**src/rtl/numguess_autoplayer.sv**
```systemverilog
`default_nettype none
// ============================================================================
// Module  : numguess_autoplayer
// Brief   : Binary-search auto player for the number-guessing game keypad.
//           Optional macro NUMGUESS_AUTOPLAY_GENRAND_EN adds a new-secret request.
// Revision: 1.0 - initial release
// ============================================================================
module numguess_autoplayer #(
  parameter int HOLD_CYC  = 4,
  parameter int RESP_WAIT = 8,
  parameter int MAX_GUESS = 7
) (
  input  logic       clk,
  input  logic       rst,
  input  logic       start,
  input  logic       eq,
  input  logic       lt,
  input  logic       gt,
  input  logic       outrange,
  output logic [9:0] DIP,
  output logic       enter,
  output logic       genrand,
  output logic [6:0] guess,
  output logic [6:0] lo,
  output logic [6:0] hi,
  output logic [2:0] cv,
  output logic       busy,
  output logic       found,
  output logic       fail
);

  localparam int CNT_MAX = (2 * HOLD_CYC > RESP_WAIT) ? 2 * HOLD_CYC : RESP_WAIT;
  localparam int CW      = $clog2(CNT_MAX + 1);
  localparam logic [CW-1:0] CNT_ONE   = CW'(1);
  localparam logic [CW-1:0] HOLD_LAST = CW'(HOLD_CYC - 1);
  localparam logic [CW-1:0] RESP_LAST = CW'(RESP_WAIT - 1);
`ifdef NUMGUESS_AUTOPLAY_GENRAND_EN
  localparam logic [CW-1:0] RAND_LAST = CW'(2 * HOLD_CYC - 1);
  localparam logic [CW-1:0] HOLD_CNT  = CW'(HOLD_CYC);
`endif

  typedef enum logic [3:0] {
    S_IDLE,
`ifdef NUMGUESS_AUTOPLAY_GENRAND_EN
    S_RAND,
`endif
    S_CALC,
    S_TENS_ON,
    S_TENS_OFF,
    S_ONES_ON,
    S_ONES_OFF,
    S_ENT_ON,
    S_ENT_OFF,
    S_WAIT,
    S_UPDATE,
    S_DONE
  } state_t;

  state_t        state, state_nx;
  logic [CW-1:0] cnt, cnt_nx;
  logic [6:0]    guess_nx, lo_nx, hi_nx;
  logic [2:0]    cv_nx;
  logic          found_nx, fail_nx, up, up_nx;
  logic [9:0]    dip_nx;
  logic          enter_nx, busy_nx;
  logic [7:0]    sum;
  logic [3:0]    tens, ones;

  // Tens digit by comparing against each multiple of ten; no divider needed.
  function automatic logic [3:0] tens_of(input logic [6:0] v);
    tens_of = 4'd0;
    for (int t = 1; t <= 9; t++) begin
      if (v >= 7'(10 * t)) tens_of = 4'(t);
    end
  endfunction

  function automatic logic [9:0] key_of(input logic [3:0] d);
    key_of = (d == 4'd0) ? 10'd1 : (10'd1 << (4'd10 - d));
  endfunction

  assign sum  = {1'b0, lo} + {1'b0, hi};
  assign tens = tens_of(guess_nx);
  // Ones digit fits in 4 bits, so modulo-16 subtraction is exact.
  assign ones = guess_nx[3:0] - tens * 4'd10;

  always_comb begin
    state_nx = state;
    cnt_nx   = '0;
    guess_nx = guess;
    lo_nx    = lo;
    hi_nx    = hi;
    cv_nx    = cv;
    found_nx = found;
    fail_nx  = fail;
    up_nx    = up;
    case (state)
      S_IDLE: begin
        if (start) begin
          lo_nx    = 7'd1;
          hi_nx    = 7'd99;
          cv_nx    = 3'd0;
          found_nx = 1'b0;
          fail_nx  = 1'b0;
`ifdef NUMGUESS_AUTOPLAY_GENRAND_EN
          state_nx = S_RAND;
`else
          state_nx = S_CALC;
`endif
        end
      end
`ifdef NUMGUESS_AUTOPLAY_GENRAND_EN
      S_RAND: begin
        if (cnt == RAND_LAST) state_nx = S_CALC;
        else                  cnt_nx   = cnt + CNT_ONE;
      end
`endif
      S_CALC: begin
        if ((lo > hi) || (int'(cv) >= MAX_GUESS)) begin
          fail_nx  = 1'b1;
          state_nx = S_DONE;
        end else begin
          guess_nx = sum[7:1];
          cv_nx    = cv + 3'd1;
          state_nx = S_TENS_ON;
        end
      end
      S_TENS_ON, S_TENS_OFF, S_ONES_ON, S_ONES_OFF, S_ENT_ON, S_ENT_OFF: begin
        if (cnt == HOLD_LAST) begin
          case (state)
            S_TENS_ON:  state_nx = S_TENS_OFF;
            S_TENS_OFF: state_nx = S_ONES_ON;
            S_ONES_ON:  state_nx = S_ONES_OFF;
            S_ONES_OFF: state_nx = S_ENT_ON;
            S_ENT_ON:   state_nx = S_ENT_OFF;
            default:    state_nx = S_WAIT;
          endcase
        end else begin
          cnt_nx = cnt + CNT_ONE;
        end
      end
      S_WAIT: begin
        if (outrange || (lt && gt)) begin
          fail_nx  = 1'b1;
          state_nx = S_DONE;
        end else if (eq) begin
          found_nx = 1'b1;
          state_nx = S_DONE;
        end else if (lt) begin
          up_nx    = 1'b1;
          state_nx = S_UPDATE;
        end else if (gt) begin
          up_nx    = 1'b0;
          state_nx = S_UPDATE;
        end else if (cnt == RESP_LAST) begin
          fail_nx  = 1'b1;
          state_nx = S_DONE;
        end else begin
          cnt_nx = cnt + CNT_ONE;
        end
      end
      S_UPDATE: begin
        if (up) lo_nx = guess + 7'd1;
        else    hi_nx = guess - 7'd1;
        state_nx = S_CALC;
      end
      S_DONE: begin
        if (!start) state_nx = S_IDLE;
      end
      default: state_nx = S_IDLE;
    endcase
  end

  // Output values are derived from the next state so they register in step with it.
  always_comb begin
    dip_nx   = 10'd0;
    enter_nx = 1'b0;
    case (state_nx)
      S_TENS_ON: dip_nx   = key_of(tens);
      S_ONES_ON: dip_nx   = key_of(ones);
      S_ENT_ON:  enter_nx = 1'b1;
      default:   ;
    endcase
    busy_nx = !(state_nx inside {S_IDLE, S_DONE});
  end

  always_ff @(posedge clk or negedge rst) begin
    if (!rst) begin
      state <= S_IDLE;
      cnt   <= '0;
      guess <= 7'd0;
      lo    <= 7'd1;
      hi    <= 7'd99;
      cv    <= 3'd0;
      found <= 1'b0;
      fail  <= 1'b0;
      up    <= 1'b0;
      DIP   <= 10'd0;
      enter <= 1'b0;
      busy  <= 1'b0;
    end else begin
      state <= state_nx;
      cnt   <= cnt_nx;
      guess <= guess_nx;
      lo    <= lo_nx;
      hi    <= hi_nx;
      cv    <= cv_nx;
      found <= found_nx;
      fail  <= fail_nx;
      up    <= up_nx;
      DIP   <= dip_nx;
      enter <= enter_nx;
      busy  <= busy_nx;
    end
  end

`ifdef NUMGUESS_AUTOPLAY_GENRAND_EN
  always_ff @(posedge clk or negedge rst) begin
    if (!rst) genrand <= 1'b0;
    else      genrand <= (state_nx == S_RAND) && (cnt_nx < HOLD_CNT);
  end
`else
  assign genrand = 1'b0;
`endif

endmodule
`default_nettype wire
```
**config.mk**
```make
export PLATFORM = sky130hd
export DESIGN_NAME = numguess_autoplayer
export DESIGN_NICKNAME = d
export VERILOG_FILES = /design/src/rtl/numguess_autoplayer.sv
export SDC_FILE = /design/constraint.sdc
export NUM_CORES = 1
export LEC_CHECK = 0
export ABC_AREA = 1
export CORE_ASPECT_RATIO = 1.5
export CORE_MARGIN = 8
export CORE_UTILIZATION = 45
export CTS_BUF_LIST = sky130_fd_sc_hd__clkbuf_4 sky130_fd_sc_hd__clkbuf_8 sky130_fd_sc_hd__clkbuf_16
export CTS_CLUSTER_DIAMETER = 50
export DETAILED_ROUTE_END_ITERATION = 16
export GPL_TIMING_DRIVEN = 1
export PLACE_DENSITY = 0.71
export SKIP_CTS_REPAIR_TIMING = 1
export SLEW_MARGIN = 10
export SYNTH_ARGS = -nofsm -noshare
export SYNTH_HDL_FRONTEND = slang
export SYNTH_SLANG_ARGS = --single-unit
```
**constraint.sdc**
```tcl
create_clock -name clk -period 3.62 [get_ports clk]
set_input_delay 0.362 -clock clk [delete_from_list [all_inputs] [get_ports clk]]
set_output_delay 0.362 -clock clk [all_outputs]
set_load 0.01 [all_outputs]
```
==> results.cfg <==
[run_status]
status = complete, but fails checks
violations = negative setup slack

[setup_path]
crit_path_start_kind = flop
critPathMaxFanout = 5
cp-end-kind = flop
path_class = reg -> reg
critPathRequiredTime_ns = 3.80
crit_arrival_ns = 4.07

[synthesis]
postSynthCellCount = 417
synth.avg_cell_area_um2 = 7.65
syn_area_um2 = 3190
yosysTopAreaCellShare_pct = 32.9
synth_area_leaders = dfrtp_1, nand2_1, ha_1
synth_edf_count = 0
yosysWarnings = 0
yosysMostFrequentCell = nand2_1
synth_ff_type = dfrtp_1
synth_fp_nets = 446
synth.largest_area_cell = dfrtp_1
synthArstFlopShare_pct = 100
ys_ff_latch = 47
ys_top_cells_by_count = nand2_1, inv_1, dfrtp_1
yosysSeqAreaShare_pct = 37.0
ys_types = 40

[layout]
drive_gt1_share_pct = 26.8
finish.utilization_pct = 65.1
synthToLayoutAreaGrowth_pct = 39.8
finalNetCount = 551
n_antenna_cell = 0
fillers = 578

[clock_tree]
clk-insertion-delay-late_ns = 0.31
cts_root_buf = clkbuf_8
numCtsBuffers = 5
tritoncts = built
htree_levels = 2
numClockSinks = 47
clkTransAtPathRegs_ns = 0.10
clk_path_buf_depth = 2

[global_route]
grtUsageTotal_pct = 16.8
grt_max_degree = 48
grt_pass1_vias = 3154
grt_pass1_wl_um = 14000
antenna_found_initial = 0
grt-ovfl-total = 0

[route]
initialDrtViolationCount = 180
dr.pass1.iters = 4
wl_um = 8650
drcViolationCount = 0
via_per_inst = 5.08
routedWlPerCell_um = 14.4
vias = 3053
postRouteAntennaNets = 0

[floorplan]
chipWidth_um = 84.8
core_area_um2 = 6850
die_h_um = 119
start_util_pct = 46.6
rows = 37
dieArea_um2 = 10100
io_pins = 46

[sta]
final_max_slew_viol_count = 0
skew_ns = 0.0142
rsz0062_at_grt = yes
fmax_ghz = 0.257
setup_viol_count_final = 10
finalWorstSetupSlack_ns = -0.271
finalCriticalPeriod_ns = 3.89
relSlewSlack_pct = 30.0
hold_violations = 0
fin_tns_setup_ns = -2.40
post-route-period-util_pct = 107
tightest_slew_ns = 1.05
holdWs_ns = 0.233

[placement]
place_ws_ns = -0.252
portBuffers = 44
place_hpwl_um = 6730
routabilityCongestion = 0.919

[power_and_ir_drop]
p_leak_uw = 0.00219
p_per_area_nw_per_um2 = 840
ir_drop_uv = 981

[worst_hold_path]
hold_path_class = in -> async

[job]
max-cap-violations = 0
critical path, cell delays in order (launching register included):
cell,delay (ns)
dfstp_2,0.57
ha_4,0.14
inv_2,0.04
fa_2,0.38
nand3b_1,0.18
nand2_1,0.09
nand3_1,0.10
nand2_1,0.07
nand2_1,0.05
nand2_1,0.09
nand2_2,0.08
nand2_4,0.09
inv_4,0.07
o21ai_2,0.17
inv_2,0.06
nand2_1,0.07
nand2_1,0.11
nand2_4,0.09
inv_4,0.04
ha_4,0.15
fa_2,0.40
xor2_2,0.19
inv_1,0.08
nand3_2,0.12
nand2_4,0.14
buf_4,0.13
o32ai_2,0.06
placed cells by master, fill, tap and decap left out, drive strengths merged, types with 9 or more instances in the layout:
cell           netlist  routed
ha                  20      20
o21ai               27      27
dfrtp               42      42
xor2                 9       9
clkdlybuf4s50        0      43
nand4               10      10
a21oi               16      16
inv                 71      71
nor2                39      39
nand3               30      30
buf                  3      58
nand2              108     108
sequential cells by signal (all words and copies together), names as in the netlist, 3 cells and up:
signal and flops:
DIP 10, cnt 4, cv 3, guess 7, hi 7, lo 7
state 4
area by class of cell:
cell class,instances,area [µm²],share of cell area (%)
clock buffer,6,82.6,1.85
clock inverter,2,16.3,0.364
inverter,73,292,6.53
multi-input combinational,294,1930,43.2
sequential,47,1180,26.5
tap,78,97.6,2.19
timing repair buffer,101,863,19.3
path summary, 6_finish.rpt:
| check | slack, ns | cells after the start | endpoint | from |
|---|---|---|---|---|
| max | -0.27 | 26 | DIP[5] | hi[0] |
| min | 0.23 | 1 | guess[6] | rst |
| max reg2reg | -0.27 | 26 | DIP[5] | hi[0] |
| min reg2reg | 0.46 | 1 | cnt[0] | cnt[0] |
| max in group asynchronous | 2.72 | 1 | cnt[3] | rst |
| min in group clk | 0.46 | 1 | cnt[0] | cnt[0] |
routing by layer:
metal / up-vias / GRT usage [%] / routed length [µm]
met5: - / 0 / 0
met4: 0 / 7.84 / 256
met3: 17 / 2.89 / 335
met2: 59 / 31.3 / 4650
met1: 1426 / 17.7 / 3410
li1: 1551 / - / -
where the power goes:
part           switching, µW  total (µW)  internal [µW]
logic                   1480        2630           1150
clock network            189         346            156
registers                111         776            666
through the flow:
stage	cells	cell area (µm²)	power (µW)
finish	601	4460	3750
global route	601	4460	4040
CTS	594	4220	3320
detailed placement	586	4120	2960
global placement	586	4120	2930
floorplan	417	3240	2040
kinds of logic (layout without fill, tap and decap cells):
| group | Yosys count | after routing | share of synthesized area (%) |
|---|---|---|---|
| and+or+nand+nor | 199 | 199 | 29.9 |
| buffers and inverters | 76 | 182 | 9.45 |
| AOI/OAI and AO/OA | 60 | 60 | 11.1 |
| DFF | 47 | 47 | 37.0 |
| adders and majority gates | 22 | 22 | 9.09 |
| xor gates and xnor gates | 12 | 12 | 3.29 |
| other | 1 | 1 | 0.117 |
No activity file was read; power rests on OpenSTA's default activity.
